**src/rtl/elelock_pkg.sv**
```systemverilog
// Shared types and helpers for the electronic lock controller.
package elelock_pkg;

  typedef enum logic [2:0] {
    IDLE    = 3'd0,
    ENTRY   = 3'd1,
    OPEN    = 3'd2,
    NEWPIN  = 3'd3,
    LOCKOUT = 3'd4
  } state_t;

  localparam logic [3:0] BLANK_DIGIT = 4'hF;

  typedef struct packed {
    logic       valid;
    logic [3:0] digit;
  } key_t;

  // One-hot key pattern to digit; anything not exactly one-hot is invalid.
  function automatic key_t keyenc(input logic [9:0] keys);
    key_t        res;
    int unsigned n_set;
    res.valid = 1'b0;
    res.digit = BLANK_DIGIT;
    n_set     = 0;
    for (int i = 0; i < 10; i++) begin
      if (keys[i]) begin
        n_set     = n_set + 1;
        res.digit = 4'(i);
      end
    end
    res.valid = (n_set == 1);
    if (!res.valid) res.digit = BLANK_DIGIT;
    return res;
  endfunction

endpackage

```
**src/rtl/elelock_if.sv**
```systemverilog
// Keypad/door inputs and lock status outputs of the lock controller.
interface elelock_if;
  logic [9:0] tenkey;
  logic       enter;
  logic       close;
  logic       setpin;
  logic       lock;
  logic       alarm;
  logic [2:0] state;
  logic [2:0] digit_cnt;
  logic [2:0] fail_cnt;

  modport master (
    output tenkey, enter, close, setpin,
    input  lock, alarm, state, digit_cnt, fail_cnt
  );

  modport slave (
    input  tenkey, enter, close, setpin,
    output lock, alarm, state, digit_cnt, fail_cnt
  );
endinterface

```
**src/rtl/elelock_keyin.sv**
```systemverilog
// Key press edge detector and digit encoder for the ten-key pad.
module elelock_keyin
  import elelock_pkg::*;
(
  input  logic       clk_i,
  input  logic       rst_ni,
  input  logic [9:0] tenkey_i,
  output logic       key_evt_o,
  output logic [3:0] digit_o,
  output logic       kd_valid_o
);

  logic ke1_q, ke2_q;
  key_t kd_q;

  always_ff @(posedge clk_i or negedge rst_ni) begin
    if (!rst_ni) begin
      ke1_q <= 1'b0;
      ke2_q <= 1'b0;
      kd_q  <= {1'b0, BLANK_DIGIT};
    end else begin
      ke1_q <= |tenkey_i;
      ke2_q <= ke1_q;
      kd_q  <= keyenc(tenkey_i);
    end
  end

  assign key_evt_o  = ke1_q & ~ke2_q;
  assign digit_o    = kd_q.digit;
  assign kd_valid_o = kd_q.valid;

endmodule

```
**src/rtl/elelock_ctrl.sv**
```systemverilog
// PIN entry, compare, lockout and PIN-change sequencer driving the lock actuator.
module elelock_ctrl
  import elelock_pkg::*;
#(
  parameter logic [15:0] DEFAULT_PIN = 16'h5963,
  parameter int unsigned MAX_FAIL    = 3,
  parameter int unsigned TIMEOUT_CYC = 1000,
  parameter int unsigned LOCKOUT_CYC = 5000
) (
  input logic      ck,
  input logic      reset_n,
  elelock_if.slave bus
);

  localparam int unsigned TMAX = (TIMEOUT_CYC > LOCKOUT_CYC) ? TIMEOUT_CYC : LOCKOUT_CYC;
  localparam int unsigned TW   = $clog2(TMAX + 1);
  localparam logic [15:0] BLANK_BUF = {4{BLANK_DIGIT}};

  state_t          state_q, state_d;
  logic [15:0]     buf_q, buf_d, pin_q, pin_d;
  logic [2:0]      cnt_q, cnt_d, fail_q, fail_d;
  logic [TW-1:0]   tmr_q, tmr_d;
  logic            lock_q, lock_d, alarm_q, alarm_d;
  logic            key_evt, kd_valid, key_ok;
  logic [3:0]      digit;
  logic [15:0]     shift_buf;
  logic [2:0]      shift_cnt;
  logic            pin_match, last_fail, time_out, lock_done;

  elelock_keyin u_keyin (
    .clk_i      (ck),
    .rst_ni     (reset_n),
    .tenkey_i   (bus.tenkey),
    .key_evt_o  (key_evt),
    .digit_o    (digit),
    .kd_valid_o (kd_valid)
  );

  assign key_ok    = key_evt & kd_valid;
  assign shift_buf = {buf_q[11:0], digit};
  assign shift_cnt = (cnt_q == 3'd4) ? 3'd4 : cnt_q + 3'd1;
  assign pin_match = (cnt_q == 3'd4) && (buf_q == pin_q);
  assign last_fail = ({29'd0, fail_q} + 32'd1) == MAX_FAIL;
  assign time_out  = tmr_q >= TW'(TIMEOUT_CYC - 1);
  assign lock_done = tmr_q >= TW'(LOCKOUT_CYC - 1);

  always_comb begin
    state_d = state_q;
    buf_d   = buf_q;
    cnt_d   = cnt_q;
    fail_d  = fail_q;
    pin_d   = pin_q;
    tmr_d   = (tmr_q == TW'(TMAX)) ? tmr_q : tmr_q + 1'b1;
    case (state_q)
      IDLE: begin
        if (bus.close) begin
          buf_d = BLANK_BUF;
          cnt_d = 3'd0;
        end else if (key_ok) begin
          state_d = ENTRY;
          buf_d   = {BLANK_BUF[15:4], digit};
          cnt_d   = 3'd1;
        end
      end
      ENTRY: begin
        if (bus.close) begin
          state_d = IDLE;
          buf_d   = BLANK_BUF;
          cnt_d   = 3'd0;
        end else if (bus.enter) begin
          if (pin_match) begin
            state_d = OPEN;
            fail_d  = 3'd0;
          end else begin
            state_d = last_fail ? LOCKOUT : IDLE;
            fail_d  = fail_q + 3'd1;
            buf_d   = BLANK_BUF;
            cnt_d   = 3'd0;
          end
        end else if (key_ok) begin
          buf_d = shift_buf;
          cnt_d = shift_cnt;
          tmr_d = '0;
        end else if (time_out) begin
          state_d = IDLE;
          buf_d   = BLANK_BUF;
          cnt_d   = 3'd0;
        end
      end
      OPEN: begin
        if (bus.close) begin
          state_d = IDLE;
          buf_d   = BLANK_BUF;
          cnt_d   = 3'd0;
        end else if (bus.setpin) begin
          state_d = NEWPIN;
          buf_d   = BLANK_BUF;
          cnt_d   = 3'd0;
        end
      end
      NEWPIN: begin
        if (bus.close) begin
          state_d = IDLE;
          buf_d   = BLANK_BUF;
          cnt_d   = 3'd0;
        end else if (bus.enter || (!key_ok && time_out)) begin
          // Only a complete 4-digit entry replaces the PIN.
          if (bus.enter && cnt_q == 3'd4) pin_d = buf_q;
          state_d = OPEN;
          buf_d   = BLANK_BUF;
          cnt_d   = 3'd0;
        end else if (key_ok) begin
          buf_d = shift_buf;
          cnt_d = shift_cnt;
          tmr_d = '0;
        end
      end
      LOCKOUT: begin
        if (lock_done) begin
          state_d = IDLE;
          fail_d  = 3'd0;
        end
      end
      default: begin
        state_d = IDLE;
        buf_d   = BLANK_BUF;
        cnt_d   = 3'd0;
      end
    endcase
    if (state_d != state_q) tmr_d = '0;
    lock_d  = !((state_d == OPEN) || (state_d == NEWPIN));
    alarm_d = (state_d == LOCKOUT);
  end

  always_ff @(posedge ck or negedge reset_n) begin
    if (!reset_n) begin
      state_q <= IDLE;
      buf_q   <= BLANK_BUF;
      cnt_q   <= 3'd0;
      fail_q  <= 3'd0;
      pin_q   <= DEFAULT_PIN;
      tmr_q   <= '0;
      lock_q  <= 1'b1;
      alarm_q <= 1'b0;
    end else begin
      state_q <= state_d;
      buf_q   <= buf_d;
      cnt_q   <= cnt_d;
      fail_q  <= fail_d;
      pin_q   <= pin_d;
      tmr_q   <= tmr_d;
      lock_q  <= lock_d;
      alarm_q <= alarm_d;
    end
  end

  assign bus.state     = state_q;
  assign bus.digit_cnt = cnt_q;
  assign bus.fail_cnt  = fail_q;
  assign bus.lock      = lock_q;
  assign bus.alarm     = alarm_q;

endmodule

```
**src/flat_wrapper.sv**
```systemverilog
// flat-port wrapper written by rule: the top's interface ports become plain ports
module elelock_ctrl_flat import elelock_pkg::*;
#(
  parameter logic [15:0] DEFAULT_PIN = 16'h5963,
  parameter int unsigned MAX_FAIL    = 3,
  parameter int unsigned TIMEOUT_CYC = 1000,
  parameter int unsigned LOCKOUT_CYC = 5000
)
  (ck, reset_n, bus_tenkey, bus_enter, bus_close, bus_setpin, bus_lock, bus_alarm, bus_state, bus_digit_cnt, bus_fail_cnt);
  elelock_if bus_i ();
  input logic ck;
  input logic reset_n;
  input wire logic [$bits(bus_i.tenkey)-1:0] bus_tenkey;
  input wire logic [$bits(bus_i.enter)-1:0] bus_enter;
  input wire logic [$bits(bus_i.close)-1:0] bus_close;
  input wire logic [$bits(bus_i.setpin)-1:0] bus_setpin;
  output wire logic [$bits(bus_i.lock)-1:0] bus_lock;
  output wire logic [$bits(bus_i.alarm)-1:0] bus_alarm;
  output wire logic [$bits(bus_i.state)-1:0] bus_state;
  output wire logic [$bits(bus_i.digit_cnt)-1:0] bus_digit_cnt;
  output wire logic [$bits(bus_i.fail_cnt)-1:0] bus_fail_cnt;
  assign bus_i.tenkey = bus_tenkey;
  assign bus_i.enter = bus_enter;
  assign bus_i.close = bus_close;
  assign bus_i.setpin = bus_setpin;
  assign bus_lock = bus_i.lock;
  assign bus_alarm = bus_i.alarm;
  assign bus_state = bus_i.state;
  assign bus_digit_cnt = bus_i.digit_cnt;
  assign bus_fail_cnt = bus_i.fail_cnt;
  elelock_ctrl #(.DEFAULT_PIN(DEFAULT_PIN), .MAX_FAIL(MAX_FAIL), .TIMEOUT_CYC(TIMEOUT_CYC), .LOCKOUT_CYC(LOCKOUT_CYC)) u_core (.ck(ck), .reset_n(reset_n), .bus(bus_i));
endmodule
```
**config.mk**
```make
export PLATFORM = sky130hd
export DESIGN_NAME = elelock_ctrl_flat
export DESIGN_NICKNAME = d
export VERILOG_FILES = /design/src/rtl/elelock_pkg.sv /design/src/rtl/elelock_if.sv /design/src/rtl/elelock_keyin.sv /design/src/rtl/elelock_ctrl.sv /design/src/flat_wrapper.sv
export SDC_FILE = /design/constraint.sdc
export NUM_CORES = 1
export LEC_CHECK = 0
export BUFFER_PORTS_ARGS = -buffer_cell sky130_fd_sc_hd__buf_2
export CORE_MARGIN = 2
export CORE_UTILIZATION = 60
export CTS_CLUSTER_SIZE = 16
export DETAILED_ROUTE_END_ITERATION = 12
export MAX_ROUTING_LAYER = met4
export PLACE_DENSITY_LB_ADDON = 0.25
export SLEW_MARGIN = 20
export SYNTH_ARGS = -nofsm -noshare
export SYNTH_HDL_FRONTEND = slang
export SYNTH_SLANG_ARGS = --single-unit
```
**constraint.sdc**
```tcl
create_clock -name ck -period 2.7 [get_ports ck]
set_input_delay 0.54 -clock ck [delete_from_list [all_inputs] [get_ports ck]]
set_output_delay 0.54 -clock ck [all_outputs]
set_load 0.03 [all_outputs]
```
==> results of run 1 <==
## final timing paths
path,from,end
worst max-delay path,bus_tenkey[0],u_core.u_keyin.kd_valid_o$_DFF_PN0_
worst min-delay path,reset_n,u_core.tmr_q[3]$_DFF_PN0_
worst max register to register,u_core.buf_q[4]$_DFFE_PN1P_,u_core.tmr_q[10]$_DFF_PN0_
worst min register to register,u_core.u_keyin.ke1_q$_DFF_PN0_,u_core.u_keyin.ke2_q$_DFF_PN0_
max in group asynchronous,reset_n,u_core.bus.state[1]$_DFF_PN0_
min in group ck,u_core.u_keyin.ke1_q$_DFF_PN0_,u_core.u_keyin.ke2_q$_DFF_PN0_
## metal layers
metal	share of wire [%]	track usage (%)	vias up
li1	-	-	1755
met1	41	29.38	1753
met2	52	46.49	90
met3	4.1	5.213	16
met4	2.4	11.33	0
met5	0	-	-
## final cells by class
| class | count | share of cell area, % |
|---|---|---|
| clock buffer | 12 | 2.896 |
| clock inverter | 3 | 0.7940 |
| inverter | 18 | 1.541 |
| multi-input combinational | 335 | 47.62 |
| sequential | 63 | 30.10 |
| tap | 80 | 1.868 |
| timing repair buffer | 113 | 15.18 |
## sequential cells by signal, summed over array words and instances, names as in the netlist
signal and count:
u_core.u_keyin.ke1_q 1, u_core.bus.alarm 1, u_core.u_keyin.ke2_q 1, u_core.buf_q 16, u_core.u_keyin.kd_valid_o 1, u_core.bus.lock 1
u_core.bus.digit_cnt 3, u_core.bus.fail_cnt 3, u_core.pin_q 16, u_core.u_keyin.digit_o 4, u_core.bus.state 3, u_core.tmr_q 13
## worst max-delay path, delay by kind of cell
| family | cells | cell delay, ps |
|---|---|---|
| fa+ha+maj | 5 | 1250 |
| buf+inv | 13 | 1520 |
| simple gates | 7 | 800 |
| compound gates | 3 | 710 |
| xor+xnor | 2 | 290 |
| mux | 1 | 270 |
## cells by family after synthesis
kind of cell | count (synthesis)
simple gates | 167
compound gates | 84
flops | 63
xor+xnor | 48
buf+inv | 37
mux | 20
fa+ha+maj | 16
## cells in the mapped netlist, types with 16 or more instances
library cell / n
ha_1: 16
mux2_2: 17
inv_1: 18
a21oi_1: 22
dfstp_2: 29
clkbuf_1: 17
nor2_1: 52
xor2_1: 26
nand2_1: 33
dfrtp_1: 34
o21ai_0: 19
## stage by stage
| step | setup WS [ps] | instance area, um2 | utilization, % | setup TNS [ps] | hold WS [ps] |
|---|---|---|---|---|---|
| after global routing | -2601 | 5358 | 79.30 | -12820 | 401.0 |
| final | -2394 | 5358 | 79.30 | -11770 | 353.4 |
| after floorplan | -2672 | 4290 | - | -12780 | 244.4 |
| after CTS | -2365 | 5325 | 78.81 | -11720 | 361.7 |
| after detailed placement | -2799 | 4987 | 73.81 | -13850 | 379.2 |
| after global placement | -2700 | 4987 | 73.81 | -13190 | 362.6 |
## power groups by stage
stage	Clock, mW	Sequential [mW]	Combinational, mW
5_1_grt	0.864	1.16	1.58
2_1_floorplan	0	1.13	0.860
3_3_place_gp	0	1.15	1.24
3_5_place_dp	0	1.16	1.31
4_1_cts	0.825	1.15	1.41
6_report	0.813	1.15	1.43
## layout by cell type (no fill, tap or decap), types with 9 or more instances in the layout
cell / synthesis / final
nor3_1: 12 / 11
o22a_1: 12 / 12
dfstp_2: 29 / 29
a21oi_1: 22 / 22
o21ai_0: 19 / 19
clkbuf_8: 0 / 11
a31oi_1: 9 / 9
buf_2: 1 / 23
buf_4: 0 / 86
nand2_1: 33 / 29
xnor2_1: 11 / 11
mux2_2: 17 / 16
xor2_1: 26 / 26
nor2_1: 52 / 52
nand3_1: 12 / 11
ha_1: 16 / 11
inv_1: 18 / 15
dfrtp_1: 34 / 34
## repair_timing
item                                    4_1_cts  5_1_grt
buffers inserted                             14        2
resized for setup                             9        4
cloned                                        0        0
endpoints found under the setup margin        5       19
pin swaps                                     4        2
hold endpoints to repair                      0        0
==> metrics.cfg, run 1 <==
[outcome]
status = finished with violations
violations = negative setup slack

[synthesis]
syn_area_per_cell_um2 = 9.578
yosys_most_used_dff = dfrtp_1
yosys.area_share.simple_pct = 20.60
synth_top_area_share_pct = 20.42
synth_cells = 435
yosysTopAreaCell = dfrtp_1
synth-seq-cells = 63
synthMuxAreaShare_pct = 5.315
synth_top_family_by_area = simple AND/OR/NAND/NOR gates
synth-compound-area-share_pct = 13.54
synthXorXnorAreaFrac_pct = 13.48
netlist_area_um2 = 4166
synth-async-reset-ratio_pct = 100.0
synth_fp_nets = 466
synth-edff-count = 0
synthTopCellsByArea = dfrtp_1 20%, dfstp_2 18%, xor2_1 5.5%
yosysSeqAreaShare_pct = 38.71
synth.distinct_cells = 59
yosysWarnings = 0
synthAdderAreaFrac_pct = 4.805

[global_route]
grt_overflow_total = 0
grt_start_max_net_pins = 64
antenna_found_initial = 0
grt_first_pass_wirelength_mm = 15.60
grt_use_total_pct = 26.59
grt_pass1_vias = 3595

[die]
num_rows = 30
start_util_pct = 61.67
die_area_um2 = 7627
core-area_um2 = 6756
die_w_um = 87.33
die_y_um = 87.33
ioPinCount = 26

[timing]
fmax_ghz = 0.1963
tightest_slew_ps = 744.1
slew_violations = 0
fin_skew_ps = 9.916
hold_viol_final = 0
setup_ws_ps = -2394
fin_crit_sh_pct = 188.7
period_minus_slack_ps = 5094
setup_viol = 5
relSlewSlack_pct = 50.39
rsz0062_at_grt = yes

[setup_path]
reg2reg_slack_ps = 160
cp-end-kind = register
reg2reg_depth = 9
path_max_fanout = 5
cp_data_arrival_time_ps = 5370
slowest_stage = a211oi_2
slowest_delay_ps = 350
crit_top_cell = buf_4
critPathLaunchType = input port
critPathRequiredTime_ps = 2980
criticalPathCategory = in2reg

[detailed_routing]
vias = 3614
drcViolationCount = 0
wl_per_cell_um = 14.83
viasPerCell = 5.792
drtAntennaViolNets = 0
wl_mm = 9.255
drt_iter0_drc = 218
dr.pass1.iters = 4

[power_and_ir_drop]
ir_drop_mv = 0.6432
swShare_pct = 32.35
p_sw_mw = 1.099
clock_power_share_pct = 23.9
intPower_mw = 2.297
p_per_area_nw_per_um2 = 633.8
power_mw = 3.396
seq_power_share_pct = 33.9
leakagePower_nw = 2.414
p_comb_share_pct = 42.1

[finish]
fillers = 424
layoutNonFillerInstCount = 624
syn_to_final_growth_pct = 28.59
regArea_um2 = 1613
antenna-diode-count = 0
nets = 571
drive_gt1_share_pct = 39.15
multiInputGateArea_um2 = 2551

[min_path]
hp-class = in2async

[clock_network]
cts_inserted_buffers = 9
cts_tree = yes
cts_root_buf = clkbuf_8
cts.sinks = 63
h-tree-depth = 3
clk_pin_slew_ps = 70
clockBufferDepth = 2
clk_latency_ps = 340
cts_hold_buf = 0

[place]
gp_congestion = 0.8468
io_buffers = 25
place_hpwl_mm = 6.658
post-place-cells = 593

[run]
max_cap_viol_count = 0

No activity file was read; power rests on OpenSTA's default activity.
==> inputs of run 2 (changes only) <==
- ABC_AREA: not set -> 1
- SYNTH_HIERARCHICAL: not set -> 1
- TNS_END_PERCENT: not set -> 30
==> run 2 against run 1 <==
  * The flow still finishes with violations (negative setup slack)
  * Fmax up 15%
  * Clock-buffer cell count is 2 lower
  * First-iteration DRC count rose by 71%
==> metrics.cfg, run 2 <==
[die]
die_w_um = 94.32
core-area_um2 = 7807
start_util_pct = 62.69
ioPinCount = 26
die_area_um2 = 8896
num_rows = 32
die_y_um = 94.32

[detailed_routing]
drtAntennaViolNets = 0
drcViolationCount = 0
drt_iter0_drc = 373
wl_mm = 13.08
viasPerCell = 5.640
wl_per_cell_um = 14.29
dr.pass1.iters = 7
vias = 5161

[outcome]
violations = negative setup slack
status = finished with violations

[setup_path]
criticalPathCategory = in2reg
crit_top_cell = buf_4
critPathLaunchType = input port
cp-end-kind = register
slowest_stage = ha_4
slowest_delay_ps = 260
critPathRequiredTime_ps = 2950
cp_data_arrival_time_ps = 4660
path_max_fanout = 5

[run]
max_cap_viol_count = 0

[clock_network]
h-tree-depth = 3
clk_pin_slew_ps = 80
cts.sinks = 63
cts_hold_buf = 0
clk_latency_ps = 350
cts_root_buf = clkbuf_8
cts_tree = yes
clockBufferDepth = 2
cts_inserted_buffers = 9

[timing]
rsz0062_at_grt = yes
setup_ws_ps = -1713
period_minus_slack_ps = 4413
fin_crit_sh_pct = 163.5
slew_violations = 0
fin_skew_ps = 11.70
fmax_ghz = 0.2266
relSlewSlack_pct = 46.56
setup_viol = 5
hold_viol_final = 0
tightest_slew_ps = 801.5

[synthesis]
yosys_most_used_dff = dfrtp_1
synth-async-reset-ratio_pct = 100.0
synth-seq-cells = 63
synthTopCellsByArea = dfrtp_1 17%, nand2_1 17%, dfstp_2 16%
yosysSeqAreaShare_pct = 32.95
synth_top_area_share_pct = 17.38
yosys.cell_count.top_type = nand2_1
yosysTopAreaCell = dfrtp_1
yosysWarnings = 6
synth_cells = 719
syn_area_per_cell_um2 = 6.808
synthTopCellsByCount = 219 x nand2_1, 95 x inv_1, 67 x nand3_1
synth_fp_nets = 750
synth.distinct_cells = 38
netlist_area_um2 = 4895
synth-edff-count = 0

[place]
place_hpwl_mm = 8.512
post-place-cells = 881
io_buffers = 25
dp_slack_ps = -2232
gp_congestion = 0.9099

[global_route]
grt_first_pass_wirelength_mm = 20.71
grt_overflow_total = 0
grt_use_total_pct = 29.90
grt_pass1_vias = 4772
antenna_found_initial = 0
grt_start_max_net_pins = 33

[power_and_ir_drop]
leakagePower_nw = 3.030
ir_drop_mv = 0.2767
swShare_pct = 32.54
intPower_mw = 1.698
p_sw_mw = 0.8191
p_per_area_nw_per_um2 = 419.4
p_comb_share_pct = 29.5
clock_power_share_pct = 31.8
seq_power_share_pct = 38.8

[finish]
top_regs = u_core/buf_q x16, u_core/pin_q x16, u_core/tmr_q x13
final_common_cell = nand2_1
layoutNonFillerInstCount = 915
final_cell_mix = 204 x nand2_1, 88 x inv_1, 65 x nand3_1
postLayoutCoreUtil_pct = 76.88
syn_to_final_growth_pct = 22.62
drive_gt1_share_pct = 32.10
antenna-diode-count = 0
nets = 839

[min_path]
hp-class = in2async

-- run 2: cell count changes after synthesis, sizes merged, moves of 12 or more --
cell,before,now
nand2,33,253
mux2,17,0
inv,18,104
clkbuf,17,4
nand3,13,81
o22a,12,0
xor2,28,2
nor2,52,65
a21oi,22,5
o21ai,20,52
-- run 2: area by class of cell --
type	count	area [um2]
flip-flops and latches	63	1613
multi-input cells	540	3007
clock buffers	10	148.9
inverters	104	410.4
fillers	530	1805
repair buffers	90	654.4
well taps	102	127.6
clock inverters	6	41.29
-- run 2: worst paths after layout --
path	from	endpoint	slack [ps]	cells after the start
min in group ck	u_core/u_keyin/ke1_q$_DFF_PN0_	u_core/u_keyin/ke2_q$_DFF_PN0_	380	0
min reg2reg	u_core/u_keyin/ke1_q$_DFF_PN0_	u_core/u_keyin/ke2_q$_DFF_PN0_	380	0
min	reset_n	u_core/tmr_q[6]$_DFF_PN0_	250	1
max in group asynchronous	reset_n	u_core/bus.lock$_DFF_PN1_	1760	2
max reg2reg	u_core/buf_q[4]$_DFFE_PN1P_	u_core/bus.digit_cnt[0]$_DFFE_PN0P_	440	10
max	bus_tenkey[0]	u_core/u_keyin/kd_valid_o$_DFF_PN0_	-1710	36
-- run 2: cell families (layout without fill, tap and decap cells) --
family | after synthesis | in the layout | share of synthesized area, %
AOI/OAI and AO/OA | 67 | 67 | 7.541
xor gates and xnor gates | 6 | 6 | 1.074
adders and majority gates | 16 | 16 | 4.090
buffers and inverters | 116 | 210 | 10.15
DFF | 63 | 63 | 32.95
and+or+nand+nor | 451 | 451 | 44.20
-- run 2: critical path: cells and delay by family --
family	cells	cell delay, ps
buffers and inverters	17	1900
AND/OR/NAND/NOR	14	1150
adder cells (fa/ha/maj)	3	720
AO/OA/AOI/OAI	2	340
-- run 2: through the flow --
step | instance area [um2] | power (mW) | TNS (ps) | hold WS (ps)
finish | 6002 | 2.517 | -8342 | 249.5
global route | 6002 | 2.642 | -8702 | 280.6
CTS | 5877 | 2.405 | -7463 | 261.3
detailed placement | 5463 | 1.505 | -11120 | 373.2
global placement | 5463 | 1.481 | -10280 | 360.2
floorplan | 4951 | 1.311 | -8924 | 244.4
-- run 2: routing by layer --
layer	up-vias	GRT usage, %	part of all wire (%)
met5	-	-	0
met4	0	9.662	2.7
met3	43	6.019	7.1
met2	244	47.80	48
met1	2405	38.30	43
li1	2469	-	-
-- run 2: power by group through the flow --
stage	Combinational (mW)	Sequential [mW]	Clock [mW]
detailed placement	0.514	0.991	0
global placement	0.490	0.991	0
global route	0.796	0.976	0.869
CTS	0.615	0.975	0.815
floorplan	0.322	0.989	0
finish	0.742	0.976	0.799
-- run 2: timing repair --
action                                  in CTS  in global routing
setup buffers                               18                  2
gates resized for setup                     23                 27
pin swaps                                   17                 29
endpoints found under the setup margin       5                 14
==> inputs of run 3 (changes only) <==
- CORE_UTILIZATION: 60 -> 40
==> run 3 against run 2 <==
  * Final cell count is 3.4% higher
  * The flow still finishes with violations (negative setup slack)
  * Fmax is 6.0% higher
  * Setup slack better by 250 ps
  * Critical path type unchanged
==> metrics.cfg, run 3 (same netlist as run 2, synthesis figures left out) <==
[global_route]
grt_start_max_net_pins = 64
grt_first_pass_wirelength_mm = 20.94
antenna_found_initial = 0
grt_overflow_total = 0
grt_pass1_vias = 4782
grt_use_total_pct = 20.15

[place]
place_hpwl_mm = 8.617
dp_slack_ps = -2255
io_buffers = 25
gp_congestion = 0.8287
placedInstanceArea_um2 = 5431
post-place-cells = 916

[detailed_routing]
drcViolationCount = 0
drt_iter0_drc = 300
vias = 4756
drtAntennaViolNets = 0
dr.pass1.iters = 5
wl_mm = 11.88
viasPerCell = 5.027
wl_per_cell_um = 12.56

[setup_path]
cp-end-kind = register
reg2reg_depth = 10
reg2reg_from = u_core/tmr_q[0]$_DFF_PN0_
r2r-end = u_core/tmr_q[1]$_DFF_PN0_
cp_data_arrival_time_ps = 4430
crit_top_cell = ha_4
path_max_fanout = 5
slowest_stage = ha_4
reg2reg_slack_ps = 550
critPathCapture = u_core/u_keyin/kd_valid_o$_DFF_PN0_
critPathRequiredTime_ps = 2970
criticalPathCategory = in2reg
crit_start = bus_tenkey[1]
critPathLaunchType = input port
slowest_delay_ps = 270

[finish]
antenna-diode-count = 0
nets = 825
fillers = 1140
regArea_um2 = 1613
multiInputGateArea_um2 = 2957
top_regs = u_core/buf_q x16, u_core/pin_q x16, u_core/tmr_q x13
final_cell_mix = 208 x nand2_1, 86 x inv_1, 66 x nand3_1
stdcell_area_um2 = 6027
syn_to_final_growth_pct = 23.13
layoutNonFillerInstCount = 946
drive_gt1_share_pct = 30.04
final_common_cell = nand2_1

[power_and_ir_drop]
ir_drop_mv = 0.2906
leakagePower_nw = 2.999
p_per_area_nw_per_um2 = 480.3

[timing]
rsz0062_at_grt = yes
fin_skew_ps = 5.464
hold_viol_final = 0
tightest_slew_ps = 822.2
period_minus_slack_ps = 4165
fin_crit_sh_pct = 154.3
tns_ps = -7258
fmax_ghz = 0.2401
slew_violations = 0
relSlewSlack_pct = 45.18
setup_viol = 5
setup_ws_ps = -1465
hold_ws_ps = 375.1

[min_path]
hp-class = reg2reg

[clock_network]
clk_latency_ps = 330
cts_hold_buf = 0
cts_root_buf = clkbuf_16
cts_inserted_buffers = 9
clk_pin_slew_ps = 50
h-tree-depth = 3
cts_tree = yes
clockBufferDepth = 2
cts.sinks = 63

[die]
ioPinCount = 26
start_util_pct = 40.92
core-area_um2 = 11960
die_w_um = 114.6
die_area_um2 = 13140
die_y_um = 114.6
num_rows = 40

[outcome]
status = finished with violations
violations = negative setup slack

[run]
max_cap_viol_count = 0

## run 3: timing repair
item	in CTS	in global routing
pin swaps	19	10
setup buffers	13	1
endpoints found under the setup margin	5	9
gates resized for setup	22	14
## run 3: critical path, delay by kind of cell
kind / cells / cell delay [ps]
buf+inv: 9 / 540
fa+ha+maj: 7 / 1640
compound gates: 1 / 140
simple gates: 17 / 1560
## run 3: worst min-delay path by stage
stage | slack (ps) | to | cells past startpoint | start
after detailed placement | 370 | u_core/u_keyin/ke2_q$_DFF_PN0_ | 0 | u_core/u_keyin/ke1_q$_DFF_PN0_
after global routing | 390 | u_core/u_keyin/ke2_q$_DFF_PN0_ | 0 | u_core/u_keyin/ke1_q$_DFF_PN0_
after CTS | 380 | u_core/u_keyin/ke2_q$_DFF_PN0_ | 0 | u_core/u_keyin/ke1_q$_DFF_PN0_
after global placement | 360 | u_core/u_keyin/ke2_q$_DFF_PN0_ | 0 | u_core/u_keyin/ke1_q$_DFF_PN0_
after floorplan | 240 | u_core/bus.alarm$_DFF_PN0_ | 0 | reset_n
final | 380 | u_core/u_keyin/ke2_q$_DFF_PN0_ | 0 | u_core/u_keyin/ke1_q$_DFF_PN0_
## run 3: where the power goes
part | total [mW] | internal [mW] | leakage, nW | switching [mW]
Combinational | 0.644 | 0.299 | 2.10 | 0.345
Clock | 1.27 | 0.856 | 0.158 | 0.418
Sequential | 0.977 | 0.969 | 0.742 | 0.00725
Total | 2.89 | 2.12 | 3.00 | 0.771
## run 3: final cells by class
class / instances / area share [%]
multi-input cells: 540 / 49.06
flip-flops and latches: 63 / 26.76
repair buffers: 76 / 8.844
inverters: 104 / 6.768
clock buffers: 11 / 4.193
well taps: 147 / 3.052
clock inverters: 5 / 1.329
## run 3: through the flow
step / power (mW) / utilization (%)
floorplan: 1.311 / -
global placement: 1.467 / 45.41
detailed placement: 1.481 / 45.41
CTS: 2.880 / 49.92
global route: 3.053 / 50.39
finish: 2.895 / 50.39
## run 3: layer usage
layer	track usage [%]	vias to the layer above	part of all wire, %
met3	3.706	26	3.2
met4	9.106	0	2.9
met5	-	-	0
met1	23.76	2197	45
li1	-	2446	-
met2	33.45	87	49
